`src/rtl/pwm_deadtime_gen.sv`:
```
// rtl/pwm_deadtime_gen.sv - complementary hi/lo gate drive with dead-time insertion
// Re-times the raw PWM level and counts pulses too short to survive the dead time.
module pwm_deadtime_gen #(
    parameter int DT_W        = 8,
    parameter int SYNC_STAGES = 2,
    parameter int SCNT_W      = 8
) (
    input  logic              clk_i,
    input  logic              rst_ni,
    input  logic              en_i,
    input  logic              pts_i,
    input  logic [DT_W-1:0]   dead_rise_i,
    input  logic [DT_W-1:0]   dead_fall_i,
    input  logic              scnt_clr_i,
    output logic              pwm_hi_o,
    output logic              pwm_lo_o,
    output logic              oe_o,
    output logic              dead_o,
    output logic [SCNT_W-1:0] scnt_o
);

    typedef enum logic [2:0] {
        IDLE    = 3'd0,
        DT_RISE = 3'd1,
        HI_ON   = 3'd2,
        DT_FALL = 3'd3,
        LO_ON   = 3'd4
    } state_e;

    state_e                 state_q, state_d;
    logic [SYNC_STAGES-1:0] sync_q;
    logic [DT_W-1:0]        cnt_q, cnt_d;
    logic [SCNT_W-1:0]      scnt_q, scnt_d;
    logic                   swallow;
    logic                   pts_s;
    logic                   hi_q, lo_q, oe_q, dead_q;

    assign pts_s = sync_q[SYNC_STAGES-1];

    always_comb begin
        state_d = state_q;
        cnt_d   = cnt_q;
        swallow = 1'b0;
        if (!en_i) begin
            state_d = IDLE;
        end else begin
            case (state_q)
                IDLE: begin
                    if (pts_s) begin
                        state_d = DT_RISE;
                        cnt_d   = dead_rise_i;
                    end else begin
                        state_d = DT_FALL;
                        cnt_d   = dead_fall_i;
                    end
                end
                LO_ON: begin
                    if (pts_s) begin
                        state_d = DT_RISE;
                        cnt_d   = dead_rise_i;
                    end
                end
                HI_ON: begin
                    if (!pts_s) begin
                        state_d = DT_FALL;
                        cnt_d   = dead_fall_i;
                    end
                end
                DT_RISE: begin
                    // Level fell back before the high side could turn on.
                    if (!pts_s) begin
                        state_d = LO_ON;
                        swallow = 1'b1;
                    end else if (cnt_q == '0) begin
                        state_d = HI_ON;
                    end else begin
                        cnt_d = cnt_q - DT_W'(1);
                    end
                end
                DT_FALL: begin
                    if (pts_s) begin
                        state_d = DT_RISE;
                        cnt_d   = dead_rise_i;
                        swallow = 1'b1;
                    end else if (cnt_q == '0) begin
                        state_d = LO_ON;
                    end else begin
                        cnt_d = cnt_q - DT_W'(1);
                    end
                end
                default: state_d = IDLE;
            endcase
        end
    end

    always_comb begin
        scnt_d = scnt_q;
        if (scnt_clr_i) begin
            scnt_d = '0;
        end else if (swallow && (scnt_q != '1)) begin
            scnt_d = scnt_q + SCNT_W'(1);
        end
    end

    // Drives are decoded from the next state so they change on the same edge as the state.
    always_ff @(posedge clk_i or negedge rst_ni) begin
        if (!rst_ni) begin
            sync_q  <= '0;
            state_q <= IDLE;
            cnt_q   <= '0;
            scnt_q  <= '0;
            hi_q    <= 1'b0;
            lo_q    <= 1'b0;
            oe_q    <= 1'b0;
            dead_q  <= 1'b0;
        end else begin
            sync_q  <= {sync_q[SYNC_STAGES-2:0], pts_i};
            state_q <= state_d;
            cnt_q   <= cnt_d;
            scnt_q  <= scnt_d;
            hi_q    <= (state_d == HI_ON);
            lo_q    <= (state_d == LO_ON);
            oe_q    <= (state_d != IDLE);
            dead_q  <= (state_d == DT_RISE) || (state_d == DT_FALL);
        end
    end

    assign pwm_hi_o = hi_q;
    assign pwm_lo_o = lo_q;
    assign oe_o     = oe_q;
    assign dead_o   = dead_q;
    assign scnt_o   = scnt_q;

endmodule
```
`config.mk`:
```
export PLATFORM = sky130hd
export DESIGN_NAME = pwm_deadtime_gen
export DESIGN_NICKNAME = d
export VERILOG_FILES = /design/src/rtl/pwm_deadtime_gen.sv
export SDC_FILE = /design/constraint.sdc
export NUM_CORES = 1
export LEC_CHECK = 0
export CAP_MARGIN = 20
export CORE_ASPECT_RATIO = 1.75
export CORE_MARGIN = 2
export CORE_UTILIZATION = 30
export CTS_BUF_LIST = sky130_fd_sc_hd__clkbuf_4 sky130_fd_sc_hd__clkbuf_8
export DETAILED_ROUTE_END_ITERATION = 10
export HOLD_SLACK_MARGIN = 0.06
export SYNTH_ARGS = -nofsm -noshare
export SYNTH_HDL_FRONTEND = slang
export SYNTH_SLANG_ARGS = --single-unit
```
`constraint.sdc`:
```
create_clock -name clk_i -period 1.89 [get_ports clk_i]
set_clock_uncertainty 0.15 [all_clocks]
set_input_delay 0.2835 -clock clk_i [delete_from_list [all_inputs] [get_ports clk_i]]
set_output_delay 0.2835 -clock clk_i [all_outputs]
set_load 0.005 [all_outputs]
```
Yosys cells after proc, flatten, opt, wreduce, memory -nomap -nowiden
Index checks and enable logic that the tools add are counted.
{ "word_totals": {"output_inout_bits": 12, "elab_cells": 52, "memories": 0, "romBits": 0, "latchBits": 0, "in_bits": 21, "mem_bits_rw": 0, "register_bits": 25} }
{ "classes": {"mul": 0, "bitwise": 0, "mux": 22, "addsub": 2, "n_reduce_logical": 8, "shift": 0, "n_eq_ne": 12, "n_lt_le_gt_ge": 0, "div_mod_pow": 0} }
{ "ops": {"columns": ["cell", "count"], "rows": [
  ["$mux 8", 8],
  ["$pmux 8 s5", 1],
  ["$mux 3", 7],
  ["$pmux 3 s5", 1],
  ["$eq 3x2->1 const B", 4],
  ["$add 8x1->8 const B", 1],
  ["$logic_not 8->1", 1],
  ["$ne 8x8->1 const B", 1],
  ["$sub 8x1->8 const B", 1],
  ["$eq 3x1->1 const B", 2],
  ["$eq 3x3->1 const B", 2],
  ["$ne 2x2->1 const B", 3],
  ["$reduce_and 5->1", 1],
  ["$reduce_bool 5->1", 1],
  ["$logic_not 3->1", 1],
  ["$mux 1", 3],
  ["$reduce_bool 3->1", 1],
  ["$mux 2", 1],
  ["$pmux 1 s2", 1],
  ["$reduce_bool 2->1", 1],
  ["$logic_and 1x1->1", 1],
  ["$logic_or 1x1->1", 1]
]} }

Longest topological paths before layout
{ "depth": {"ltp_word": 7, "mapped_depth": 7} }

Least setup slack after synthesis
OpenSTA, ideal clock, no wires.
{ "synth_path": {"path_kind": "reg2reg", "startpoint": "register cnt_q[0]", "endpoint": "register cnt_q[2]", "slack_ns": 0.105, "arrival_ns": 1.509, "stages_incl_launch_ff": 7, "synth_period_minus_slack_ns": 1.785, "cell_sequence": "dfrtp_1 inv_1 ha_1 nor3b_1 a221o_2 o21ai_0 a221o_1"} }
{ "synth_between": {"elab_chain_cells": 4, "word_cells_on_any_way": 6, "cone_classes": "add/sub (1); mux (4); reduce/logical (1)"} }
{ "synth_rtl": {"columns": ["item", "line_no", "source"], "rows": [
  ["from (decl)", "32", "logic [DT_W-1:0] cnt_q, cnt_d;"],
  ["from (signal assigned)", "119", "cnt_q <= cnt_d;"],
  ["$sub 8x1->8 / $logic_not 8->1 (equally long branches)", null, null],
  ["$mux 8 (*)", "74, 85", null],
  ["$mux 8, on equally long branches", "81, 71", null],
  ["$pmux 8 s5 (*)", "47", "case (state_q)"]
]} }
Every way passes the cells marked *; elsewhere a longest branch is shown, timed or not. The select of a mux whose other input is x is not followed.
A chain may end at the register's enable or synchronous reset.

Worst setup path after layout
{ "layout_path": {"startpoint": "register cnt_q[0]", "endpoint": "register cnt_q[3]"} }
The elaborated chain is that of the path after synthesis.

==> parameters.txt <==
Parameter                              Value

Critical path
  Kind of end point of the critical path    flop
  Number of cell instances on the worst register-to-register path    6
  Worst setup path class    reg2reg
  Crit path required time    1950 ps
  Critical Path Fanout Max    8
  Startpoint type of the worst setup path    flop
  Data arrival time of the critical path    1970 ps

Pwr
  Net switching power figure    0.763 mW
  Internal power    1.35 mW
  Clock network power share    15.7%
  Overall power consumption    2.11 mW
  Switching share of power    36.2%
  Power share of the sequential group    34.3%
  Leakage power total    1.08 nW
  Max IR drop VDD    0.341 mV
  Relative contribution of combinational cells to total power    49.9%
  Power per cell area    809 nW/um^2

Synthesis
  Number of enable-type register cells in the synthesized netlist    0
  Most used standard cell by instance count after synthesis    sky130_fd_sc_hd__dfrtp_1
  Total nets after synthesis    231
  Post-Syn Area    1760 um^2
  Most instantiated flip-flop cell in the synthesis netlist    sky130_fd_sc_hd__dfrtp_1
  Warnings, synthesis    0
  Part of the Yosys area used for sequential elements    35.6%
  Post-synthesis area per instance    8.50 um^2
  Cells taking the most area after synthesis    sky130_fd_sc_hd__dfrtp_1, sky130_fd_sc_hd__nand2b_1, sky130_fd_sc_hd__nand2_1
  Largest area contributor in the synthesized netlist    sky130_fd_sc_hd__dfrtp_1
  Share of synthesized registers carrying an async set or reset    100%
  Register bit total from synthesis    25
  Most instantiated cells after synthesis    sky130_fd_sc_hd__dfrtp_1, sky130_fd_sc_hd__nand2_1, sky130_fd_sc_hd__o21ai_0
  Synthesized instance count    207
  Fraction of post-synthesis cell area in the top cell type by area    35.6%
  Post-synthesis cell type count    48

Floorplanning
  Die footprint    6520 um^2
  Die Wd    61.9 um
  Core Region    5630 um^2
  Row Count    36
  Initial standard-cell utilization of the core    31.2%
  Die Y-Extent    105 um
  IO Count    33

Route
  Routed wire length per instance    15.5 um
  Total detailed-routing wirelength    5.41 mm
  DR vias    1811
  ANT nets after route    0
  First drt pass iteration count    4
  Iteration-0 DRC Markers    82
  Number of design rule violations left after detail routing    0
  Drt via density    5.17

Place
  Placed cells    343
  Setup slack at placement    -39.7 ps
  RePlAce Congestion    0.845
  HPWL after detailed placement    4.15 mm
  Number of port buffers    32
  Total cell area at the placement stage    2440 um^2

Finish
  Share of layout cells above drive strength 1    27.7%
  Number of inserted diodes    0
  Final layout net count    299
  Area of all placed cells without fillers    2610 um^2
  Non-filler instance count after layout    350
  Final core area utilization    46.3%
  Area Growth Syn to Fin    48.3%

Timing
  Final clock period utilization by the worst path    101%
  Worst setup margin    -22.7 ps
  Final-report max-slew violation count    0
  WHS    207 ps
  Period minus WS final    1910 ps
  Unrepaired setup endpoints after global routing    true
  Max Freq    0.523 GHz
  Final Hold Viols    0
  Slew at the pin closest to its max-slew limit    341 ps
  Slew Limit Headroom    77.0%
  Final total negative setup slack    -22.7 ps
  Final setup violation count    1

Global routing
  Total track usage    16.9%
  Largest net degree at the start of global routing    26
  Wire length of the first global-routing pass    8.31 mm
  Initial antenna violation count    0
  Global-route congestion overflow total    0
  Number of global-route vias before repair    1817

Clock tree
  Number of buffers on the longest clock path    2
  Register clock-pin slew on the reported worst setup and hold paths    100 ps
  Worst-skew pair later-pin latency    270 ps
  Number of buffers created by CTS    3
  Root Buffer    sky130_fd_sc_hd__clkbuf_8
  Clock tree from TritonCTS    yes
  Maximum level of the CTS H-tree    1
  Clock Sinks    25

Outcome
  Violations in the final reports    negative setup slack
  Result of the run    finished, violations left

Flow run
  Maximum Capacitance Violations    0

Hold path
  Classification of the worst-slack hold path    in2async
cell type report:
| cell class | instances | area, um^2 |
|---|---|---|
| clock inverters | 1 | 5.00 |
| inverters | 4 | 15.0 |
| repair buffers | 79 | 702 |
| multi-input cells | 162 | 1120 |
| fillers | 555 | 3020 |
| well taps | 76 | 95.1 |
| clock buffers | 3 | 41.3 |
| flip-flops and latches | 25 | 629 |
final timing paths:
| check | to | startpoint | slack, ps |
|---|---|---|---|
| hold / removal | oe_o$_DFF_PN0_ | rst_ni | 210 |
| max in group asynchronous | cnt_q[2]$_DFFE_PN0P_ | rst_ni | 1100 |
| setup reg to reg | cnt_q[3]$_DFFE_PN0P_ | cnt_q[0]$_DFFE_PN0P_ | -20 |
| setup / recovery | cnt_q[3]$_DFFE_PN0P_ | cnt_q[0]$_DFFE_PN0P_ | -20 |
| hold reg to reg | sync_q[1]$_DFF_PN0_ | sync_q[0]$_DFF_PN0_ | 210 |
| min in group clk_i | sync_q[1]$_DFF_PN0_ | sync_q[0]$_DFF_PN0_ | 210 |
timing repair:
item,CTS,global route
hold buffers,0,0
setup endpoints to repair,9,18
pin swaps,1,5
gates resized for setup,3,22
buffers inserted,0,3
state kept, by name (all words and copies together) (netlist names):
name	flops
oe_o	1
cnt_q	8
scnt_o	8
pwm_hi_o	1
pwm_lo_o	1
dead_o	1
state_q	3
sync_q	2
per-layer routing:
layer  share of wire (%)  global-route usage [%]  up-vias
li1                    -                       -      896
met1                  37                    17.6      861
met2                  58                    32.4       47
met3                 3.7                    1.23        7
met4                 2.1                    6.38        0
met5                   0                       0        -
logic make-up (layout without fill, tap and decap cells):
family,Yosys count,in the layout,share of synthesized area [%]
DFF,25,25,35.6
adders and majority gates,3,3,2.13
muxes,1,1,0.569
xor gates and xnor gates,5,5,2.92
AOI/OAI and AO/OA,67,67,26.7
buffers and inverters,20,87,5.97
and+or+nand+nor,86,86,26.2
cell usage in the layout, fill, tap and decap left out, types with 9 or more instances in the layout:
cell type                         synthesis  final
sky130_fd_sc_hd__dfrtp_1                 25     22
sky130_fd_sc_hd__o21a_1                   9      9
sky130_fd_sc_hd__nand3_1                 10      9
sky130_fd_sc_hd__buf_4                    0     44
sky130_fd_sc_hd__clkdlybuf4s50_1          0     32
sky130_fd_sc_hd__nand2b_1                13     11
sky130_fd_sc_hd__nor2_1                  14     14
sky130_fd_sc_hd__nand2_1                 20     19
sky130_fd_sc_hd__o21ai_0                 15     14
power by group through the flow:
stage / Clock (mW) / Combinational, mW / Sequential, mW
6_report: 0.332 / 1.05 / 0.725
5_1_grt: 0.373 / 1.13 / 0.739
4_1_cts: 0.346 / 0.911 / 0.711
3_5_place_dp: 0 / 0.898 / 0.718
3_3_place_gp: 0 / 0.890 / 0.718
2_1_floorplan: 0 / 0.478 / 0.712
critical path: stages (launching register included):
cell and delay, ps:
sky130_fd_sc_hd__dfrtp_1 420, sky130_fd_sc_hd__inv_2 70, sky130_fd_sc_hd__ha_4 160, sky130_fd_sc_hd__nor3b_4 150
sky130_fd_sc_hd__a221o_2 470, sky130_fd_sc_hd__o31ai_2 260, sky130_fd_sc_hd__a221o_1 170
(Power assumes the default switching activity.)
